`src/rtl/tt_sweep_ctrl.sv`:
```
// Truth-table sweep sequencer: walks a combinational netlist through every input
// combination, captures its output table and scores it against an expected table.
module tt_sweep_ctrl #(
   parameter int  N_IN          = 4,
   parameter int  SETTLE_CYCLES = 2,
   localparam int W             = 2**N_IN,
   localparam int CW            = (SETTLE_CYCLES > 1) ? $clog2(SETTLE_CYCLES + 1) : 1
) (
   input  logic            clk,
   input  logic            rst,
   input  logic            start,
   input  logic            abort,
   input  logic [W-1:0]    exp_tt,
   output logic [N_IN-1:0] dut_in,
   input  logic            dut_out,
   output logic            busy,
   output logic            done,
   output logic            result_valid,
   output logic            pass,
   output logic [W-1:0]    tt_captured,
   output logic [N_IN:0]   mismatch_cnt,
   output logic [N_IN-1:0] first_fail
);

   localparam logic [1:0] S_IDLE   = 2'd0;
   localparam logic [1:0] S_SETTLE = 2'd1;
   localparam logic [1:0] S_SAMPLE = 2'd2;
   localparam logic [1:0] S_DONE   = 2'd3;

   localparam logic [CW-1:0]   SETTLE_INIT = CW'(SETTLE_CYCLES);
   localparam logic [CW-1:0]   CNT_ONE     = CW'(1);
   localparam logic [N_IN-1:0] LAST_COMB   = '1;

   logic [1:0]      state_q, state_d;
   logic [CW-1:0]   cnt_q, cnt_d;
   logic [N_IN-1:0] comb_q, comb_d;
   logic [W-1:0]    exp_q, exp_d;
   logic [W-1:0]    tt_q, tt_d;
   logic [N_IN:0]   mis_q, mis_d;
   logic [N_IN-1:0] first_q, first_d;
   logic            fail_seen_q, fail_seen_d;
   logic            busy_q, busy_d;
   logic            done_q, done_d;
   logic            valid_q, valid_d;
   logic            exp_bit;

   // Combination c lives at table bit W-1-c, which is simply the bitwise complement of c.
   assign exp_bit = exp_q[~comb_q];

   always_comb begin
      state_d     = state_q;
      cnt_d       = cnt_q;
      comb_d      = comb_q;
      exp_d       = exp_q;
      tt_d        = tt_q;
      mis_d       = mis_q;
      first_d     = first_q;
      fail_seen_d = fail_seen_q;
      busy_d      = busy_q;
      done_d      = 1'b0;
      valid_d     = valid_q;

      case (state_q)
         S_IDLE: begin
            if (start && !abort) begin
               exp_d       = exp_tt;
               tt_d        = '0;
               mis_d       = '0;
               first_d     = '0;
               fail_seen_d = 1'b0;
               valid_d     = 1'b0;
               comb_d      = '0;
               busy_d      = 1'b1;
               cnt_d       = SETTLE_INIT;
               state_d     = S_SETTLE;
            end
         end

         S_SETTLE: begin
            if (abort) begin
               state_d = S_IDLE;
               busy_d  = 1'b0;
               comb_d  = '0;
               valid_d = 1'b0;
            end else if (cnt_q <= CNT_ONE) begin
               state_d = S_SAMPLE;
            end else begin
               cnt_d = cnt_q - CNT_ONE;
            end
         end

         S_SAMPLE: begin
            if (abort) begin
               state_d = S_IDLE;
               busy_d  = 1'b0;
               comb_d  = '0;
               valid_d = 1'b0;
            end else begin
               tt_d = {tt_q[W-2:0], dut_out};
               if (dut_out != exp_bit) begin
                  mis_d = mis_q + 1'b1;
                  if (!fail_seen_q) begin
                     first_d     = comb_q;
                     fail_seen_d = 1'b1;
                  end
               end
               // The last combination stays on dut_in after the sweep finishes.
               if (comb_q == LAST_COMB) begin
                  state_d = S_DONE;
                  busy_d  = 1'b0;
                  done_d  = 1'b1;
                  valid_d = 1'b1;
               end else begin
                  comb_d  = comb_q + 1'b1;
                  cnt_d   = SETTLE_INIT;
                  state_d = S_SETTLE;
               end
            end
         end

         default: begin
            state_d = S_IDLE;
         end
      endcase
   end

   always_ff @(posedge clk or posedge rst) begin
      if (rst) begin
         state_q     <= S_IDLE;
         cnt_q       <= '0;
         comb_q      <= '0;
         exp_q       <= '0;
         tt_q        <= '0;
         mis_q       <= '0;
         first_q     <= '0;
         fail_seen_q <= 1'b0;
         busy_q      <= 1'b0;
         done_q      <= 1'b0;
         valid_q     <= 1'b0;
      end else begin
         state_q     <= state_d;
         cnt_q       <= cnt_d;
         comb_q      <= comb_d;
         exp_q       <= exp_d;
         tt_q        <= tt_d;
         mis_q       <= mis_d;
         first_q     <= first_d;
         fail_seen_q <= fail_seen_d;
         busy_q      <= busy_d;
         done_q      <= done_d;
         valid_q     <= valid_d;
      end
   end

   assign dut_in       = comb_q;
   assign busy         = busy_q;
   assign done         = done_q;
   assign result_valid = valid_q;
   assign pass         = valid_q && (mis_q == '0);
   assign tt_captured  = tt_q;
   assign mismatch_cnt = mis_q;
   assign first_fail   = first_q;

endmodule

```
`config.mk`:
```
export PLATFORM = sky130hd
export DESIGN_NAME = tt_sweep_ctrl
export DESIGN_NICKNAME = d
export VERILOG_FILES = /design/src/rtl/tt_sweep_ctrl.sv
export SDC_FILE = /design/constraint.sdc
export NUM_CORES = 1
export LEC_CHECK = 0
export BUFFER_PORTS_ARGS = -buffer_cell sky130_fd_sc_hd__clkbuf_2
export CORE_ASPECT_RATIO = 1.5
export CORE_MARGIN = 4
export CORE_UTILIZATION = 58
export CTS_CLUSTER_DIAMETER = 40
export DETAILED_ROUTE_END_ITERATION = 10
export PLACE_DENSITY = 0.93
export SLEW_MARGIN = 40
export SYNTH_ARGS = -nofsm -noshare
export SYNTH_HDL_FRONTEND = slang
export SYNTH_SLANG_ARGS = --single-unit
```
`constraint.sdc`:
```
create_clock -name clk -period 3.45 [get_ports clk]
set_input_delay 0.345 -clock clk [delete_from_list [all_inputs] [get_ports clk]]
set_output_delay 0.345 -clock clk [all_outputs]
set_load 0.02 [all_outputs]
```
==> results of run 1 <==
## Yosys cell counts, types with 3 or more instances
cell type / instances / area share
a21oi_1: 8 / 0.016
a32o_2: 4 / 0.018
clkbuf_1: 11 / 0.016
dfrtp_1: 53 / 0.53
ha_1: 8 / 0.040
inv_1: 11 / 0.016
mux2_2: 18 / 0.081
mux2i_1: 3 / 0.012
mux4_2: 5 / 0.045
nand2_1: 45 / 0.067
nand3_1: 18 / 0.036
nand4_1: 3 / 0.0075
nor2_1: 6 / 0.0090
o21ai_0: 9 / 0.018
o22a_1: 3 / 0.010
## layer usage
metal	up-vias	part of all wire	GRT usage
met5	-	0	0
met4	0	0.028	0.0907
li1	897	-	-
met2	86	0.53	0.345
met3	15	0.077	0.0496
met1	916	0.36	0.253
## final cells by class
type                            instances  area, sq um
Sequential cell                        53         1330
Fill cell                             321         1320
Multi-Input combinational cell        152         1090
Timing Repair Buffer                   55          280
Clock buffer                            6         72.6
Tap cell                               46         57.6
Inverter                               11         43.8
Clock inverter                          2         15.0
## cells by family after synthesis
group                    synth area share
adder cells (fa/ha/maj)            0.0399
XOR/XNOR                           0.0145
flip-flops                          0.528
AO/OA/AOI/OAI                      0.0892
multiplexers                        0.143
buffers and inverters              0.0374
AND/OR/NAND/NOR                     0.147
## sequential cells by signal, indices dropped and copies added, names as in the netlist, 2 cells and up
| name | count |
|---|---|
| cnt_q | 2 |
| first_fail | 4 |
| mismatch_cnt | 5 |
| exp_q | 16 |
| dut_in | 4 |
| tt_captured | 16 |
| state_q | 2 |
## layout by cell type, fill, tap and decap left out, types with 2 or more instances in the layout
cell type	synthesis	layout
dfrtp_1	53	53
clkbuf_2	0	53
nand2_1	45	45
nand3_1	18	18
mux2_2	18	18
inv_1	11	10
o21ai_0	9	9
a21oi_1	8	8
ha_1	8	8
nor2_1	6	6
mux4_2	5	5
clkbuf_8	0	5
a32o_2	4	4
mux2i_1	3	3
nand4_1	3	3
o22a_1	3	3
nand2b_1	2	2
o21ai_2	2	2
a32o_1	2	2
nor3_1	2	2
clkinvlp_4	0	2
buf_4	0	2
## power groups by stage
stage	combinational (mW)	sequential [mW]	clock, mW
3_3_place_gp	0.659	0.868	0
3_5_place_dp	0.696	0.879	0
4_1_cts	0.701	0.866	0.348
5_1_grt	0.777	0.885	0.379
2_1_floorplan	0.533	0.864	0
6_report	0.694	0.866	0.339
## how the worst max path moves through the flow
stage	from	to	slack [ns]	depth (start not counted)
after floorplan	dut_in[1]	mismatch_cnt[0]	1.0	6
after global placement	dut_in[1]	mismatch_cnt[0]	0.96	5
after detailed placement	dut_in[1]	mismatch_cnt[0]	0.91	5
after CTS	dut_in[1]	mismatch_cnt[0]	0.88	5
after global routing	dut_in[1]	mismatch_cnt[0]	0.77	5
final	dut_in[1]	mismatch_cnt[0]	0.91	5
## critical path, delay by kind of cell, from the launching register on
kind,cells,cell delay (ns)
multiplexers,3,1.40
flip-flops,1,0.60
XOR/XNOR,1,0.31
AO/OA/AOI/OAI,1,0.13
==> flow_metrics.tcl, run 1 <==
set metrics [dict create \
    status "finished, final reports clean" \
    arrival_ns 2.74 \
    cts-root-buf "clkbuf_8" \
    final-setup-viol-count 0 \
    clkLatencyLatePin_ns 0.30 \
    r2r-start "dut_in[1]" \
    totalWireLength_mm 5.12 \
    hold_viol 0 \
    grtUsageTotal 0.208 \
    fin_crit_ns 2.54 \
    crit_chain "mux4_2 -> mux4_2 -> xor2_1 -> o21ai_2 -> mux2_4" \
    cts_tree "yes" \
    r2r_slack_ns 0.91 \
    power_mw 1.90 \
    worstPathRequired_ns 3.64 \
    io_pins 54 \
    fin_cells 325 \
    place_congestion 0.834 \
    ys_ff_latch 53 \
    fp.dieW_um 61.7 \
    finalSetupTns_ns 0 \
    syn_avg_cell_area_sq_um 11.0 \
    rsz0062_at_grt "false" \
    max_stage_delay_ns 0.60 \
    final_core_util 0.686 \
    dpl_cell_area_sq_um 2800 \
    placed_cells 317 \
    slew_violations 0 \
    fin_ws_ns 0.906 \
    cts_buffers 5 \
    post_drt_wl_per_cell_um 15.7 \
    holdBufCountCts 0 \
    dpl_worst_slack_ns 0.909 \
    regToRegEndpoint "mismatch_cnt[0]" \
    synth.cell_area_sq_um 2510 \
    hold_class "input port to async pin" \
    drtIter0Drc 101 \
    worst_pin_slew_ns 0.737 \
    ant_nets 0 \
    yosysSeqAreaShare 0.528 \
    overflow 0 \
    post_cts_resized 0 \
    ys.flop_type "dfrtp_1" \
    via_per_inst 5.89 \
    cts.clk_slew.worst_paths_ns 0.09 \
    yosys_warnings 0 \
    clockPowerShare 0.178 \
    layout-drive-gt1-share 0.344 \
    clock.fmax_mhz 393 \
    p_sw_mw 0.679 \
    drc 0 \
    rows 29 \
    vias 1914 \
    cp_slowest_cell "dfrtp_1" \
    antenna_found_initial 0 \
    design.core.area_sq_um 4210 \
    critical_path_class "flip-flop to flip-flop" \
    syn_to_final_growth_pct 14.9 \
    synth_edf_count 0 \
    start_util 0.597 \
    p_seq_frac 0.456 \
    diodes 0 \
    power.leakage_nw 1.50 \
    syn_inst 228 \
    crit_fanout 10 \
    dp_hpwl_mm 3.86 \
    peakVddDrop_v 0.000554 \
    finalClockSkew_ns 0.00755 \
    power_frac_comb 0.366 \
    cp-end-kind "flip-flop" \
    ys_async_sr_fraction 1.00 \
    slew_headroom 0.507 \
    die_y_um 88.6 \
    syn_nets 257 \
    cts.sinks 53 \
    clockBufferDepth 2 \
    holdWs_ns 0.0980 \
    final_area_sq_um 2890 \
    critPathMostFrequentCell "mux4_2" \
    io_buffers 53 \
    nets 307 \
    switching_share 0.358 \
    synth_cell_types 34 \
    intPower_mw 1.22 \
    fin_crit_sh 0.737 \
    ctsHtreeMaxLevel 2 \
    max-cap-violations 0 \
    postCtsSetupRepairBufs 0 \
    p_per_area_nw_per_um2 658 \
    start_kind "flip-flop" \
    grt_first_pass_wirelength_mm 8.56 \
    dieArea_sq_um 5470 \
    grt_pass1_vias 1926 \
    ff2ff_path_depth 5 \
    grt_max_degree 54 \
    dr.pass1.iters 4 \
]
Power figures use the tool's default switching activity.
==> inputs of run 2 (changes only) <==
--- a/config.mk
+++ b/config.mk
@@ -8,10 +8,10 @@
 export BUFFER_PORTS_ARGS = -buffer_cell sky130_fd_sc_hd__clkbuf_2
 export CORE_ASPECT_RATIO = 1.5
 export CORE_MARGIN = 4
-export CORE_UTILIZATION = 58
+export CORE_UTILIZATION = 49
 export CTS_CLUSTER_DIAMETER = 40
 export DETAILED_ROUTE_END_ITERATION = 10
-export PLACE_DENSITY = 0.93
+export PLACE_DENSITY = 0.85
 export SLEW_MARGIN = 40
 export SYNTH_ARGS = -nofsm -noshare
 export SYNTH_HDL_FRONTEND = slang
==> constraint.sdc (replaced) <==
create_clock -name clk -period 2 [get_ports clk]
set_input_delay 0.2 -clock clk [delete_from_list [all_inputs] [get_ports clk]]
set_output_delay 0.2 -clock clk [all_outputs]
set_load 0.02 [all_outputs]
==> run 2 against run 1 <==
Compared with the run above: the run now ends with negative setup slack left; cell count increased by 11%; worst hold slack improved by 0.031 ns; clock power increased by 72%; die area increased by 16%; combinational power increased by 89%; design area increased by 6.3%; worst setup slack got worse by 1.2 ns; count of clock-buffer cells in the layout increased by 1; global-route usage decreased by 2.7 points; flip-flop and latch count unchanged; register-to-register slack got worse by 1.2 ns; clock skew decreased by 0.0019 ns; critical path type unchanged; critical endpoint is now first_fail[1]; largest power group unchanged; highest routed layer unchanged.
==> flow_metrics.tcl, run 2 (synthesized netlist as in run 1, its figures left out) <==
set metrics [dict create \
    cts_buffers 5 \
    max_stage_delay_ns 0.57 \
    peakVddDrop_v 0.000777 \
    drc 0 \
    dieArea_sq_um 6360 \
    final-setup-viol-count 10 \
    worstPathRequired_ns 2.18 \
    fin_ws_ns -0.263 \
    violations "negative setup slack" \
    fin_crit_sh 1.13 \
    max-cap-violations 0 \
    crit_fanout 6 \
    start_kind "flip-flop" \
    slew_headroom 0.555 \
    grtUsageTotal 0.181 \
    finalClockSkew_ns 0.00564 \
    nets 323 \
    cts.clk_slew.worst_paths_ns 0.08 \
    io_buffers 53 \
    overflow 0 \
    cp_slowest_cell "mux4_2" \
    antenna_found_initial 0 \
    layout-drive-gt1-share 0.391 \
    io_pins 54 \
    rows 31 \
    hold_class "input port to flip-flop" \
    arrival_ns 2.45 \
    fin_crit_ns 2.26 \
    drtIter0Drc 73 \
    power.leakage_nw 1.59 \
    diodes 0 \
    via_per_inst 5.36 \
    critical_path_class "flip-flop to flip-flop" \
    cts_tree "yes" \
    totalWireLength_mm 5.14 \
    final_core_util 0.628 \
    start_util 0.514 \
    place_congestion 0.767 \
    fp.dieW_um 66.5 \
    cp-end-kind "flip-flop" \
    ctsHtreeMaxLevel 2 \
    cts.sinks 53 \
    ant_nets 0 \
    status "finished with violations" \
    p_per_area_nw_per_um2 1110 \
    clock.fmax_mhz 442 \
    dr.pass1.iters 4 \
    design.core.area_sq_um 4890 \
    worst_pin_slew_ns 0.666 \
    dp_hpwl_mm 4.09 \
    clockBufferDepth 2 \
    layout_commonest_cell "clkbuf_2" \
    grt_max_degree 33 \
    syn_to_final_growth_pct 22.2 \
    vias 1929 \
    crit_chain "mux4_2 -> mux4_2 -> xnor2_4 -> nor2_4 -> a32o_2" \
    power_mw 3.40 \
    critPathMostFrequentCell "mux4_2" \
    slew_violations 0 \
    rsz0062_at_grt "true" \
    clkLatencyLatePin_ns 0.29 \
    grt_pass1_vias 2014 \
    mostFrequentLayoutCells "53 x clkbuf_2, 52 x dfrtp_1, 45 x nand2_1" \
    post_drt_wl_per_cell_um 14.3 \
    cts-root-buf "clkbuf_8" \
    die_y_um 95.7 \
    hold_viol 0 \
    grt_first_pass_wirelength_mm 9.01 \
]
==> run 2: changes by cell type in the layout (fill, tap and decap cells not counted), sizes merged <==
| cell | delta |
|---|---|
| clkinvlp | -2 |
| clkbuf | +1 |
| dlygate4sd3 | +1 |
| buf | +15 |
==> run 2: path summary, 6_finish.rpt <==
kind | slack, ns | cells after the start | start | to
min in group asynchronous | 0.53 | 3 | rst | state_q[0]
hold / removal | 0.13 | 2 | exp_tt[11] | exp_q[11]
max in group asynchronous | 0.84 | 4 | rst | tt_captured[15]
setup / recovery | -0.26 | 5 | dut_in[1] | first_fail[1]
setup reg to reg | -0.26 | 5 | dut_in[1] | first_fail[1]
hold reg to reg | 0.50 | 2 | tt_captured[15] | tt_captured[15]
==> run 2: repair_timing <==
item,CTS,global route
resized for setup,3,2
hold endpoints to repair,6,0
endpoints found under the setup margin,10,10
pin swaps,3,0
hold buffers,1,0
buffers inserted,1,0
==> run 2: power breakdown <==
group | switching, mW | leakage [nW] | internal (mW)
registers | 0.181 | 0.695 | 1.32
logic | 0.691 | 0.849 | 0.619
clock network | 0.308 | 0.0443 | 0.275
==> run 2: through the flow <==
stage	cell area, sq um	hold slack (ns)	TNS, ns	setup slack (ns)	instances
after floorplan	2520	0.345	-2.42	-0.326	228
after global placement	2940	0.314	-1.71	-0.229	351
after detailed placement	2940	0.326	-2.19	-0.275	351
after CTS	3060	0.123	-2.24	-0.268	360
after global routing	3070	0.124	-3.24	-0.364	360
final	3070	0.129	-2.22	-0.263	360
==> run 2: worst max-delay path: cells and delay by family, from the launching register on <==
family           cells  cell delay (ns)
AO/OA/AOI/OAI        1             0.27
XOR/XNOR             1             0.27
flip-flops           1             0.45
multiplexers         2             1.07
AND/OR/NAND/NOR      1             0.09
==> run 2: layout make-up <==
cell class | count | area, sq um
fill | 414 | 1820
sequential | 53 | 1330
multi-input combinational | 152 | 1120
timing repair buffer | 71 | 407
clock buffer | 7 | 86.3
tap | 66 | 82.6
inverter | 11 | 41.3
==> run 2: per-layer routing <==
layer / vias to the layer above / GRT usage / share of wire
li1: 926 / - / -
met1: 930 / 0.204 / 0.37
met2: 64 / 0.334 / 0.54
met3: 9 / 0.0436 / 0.070
met4: 0 / 0.0525 / 0.017
met5: - / 0 / 0
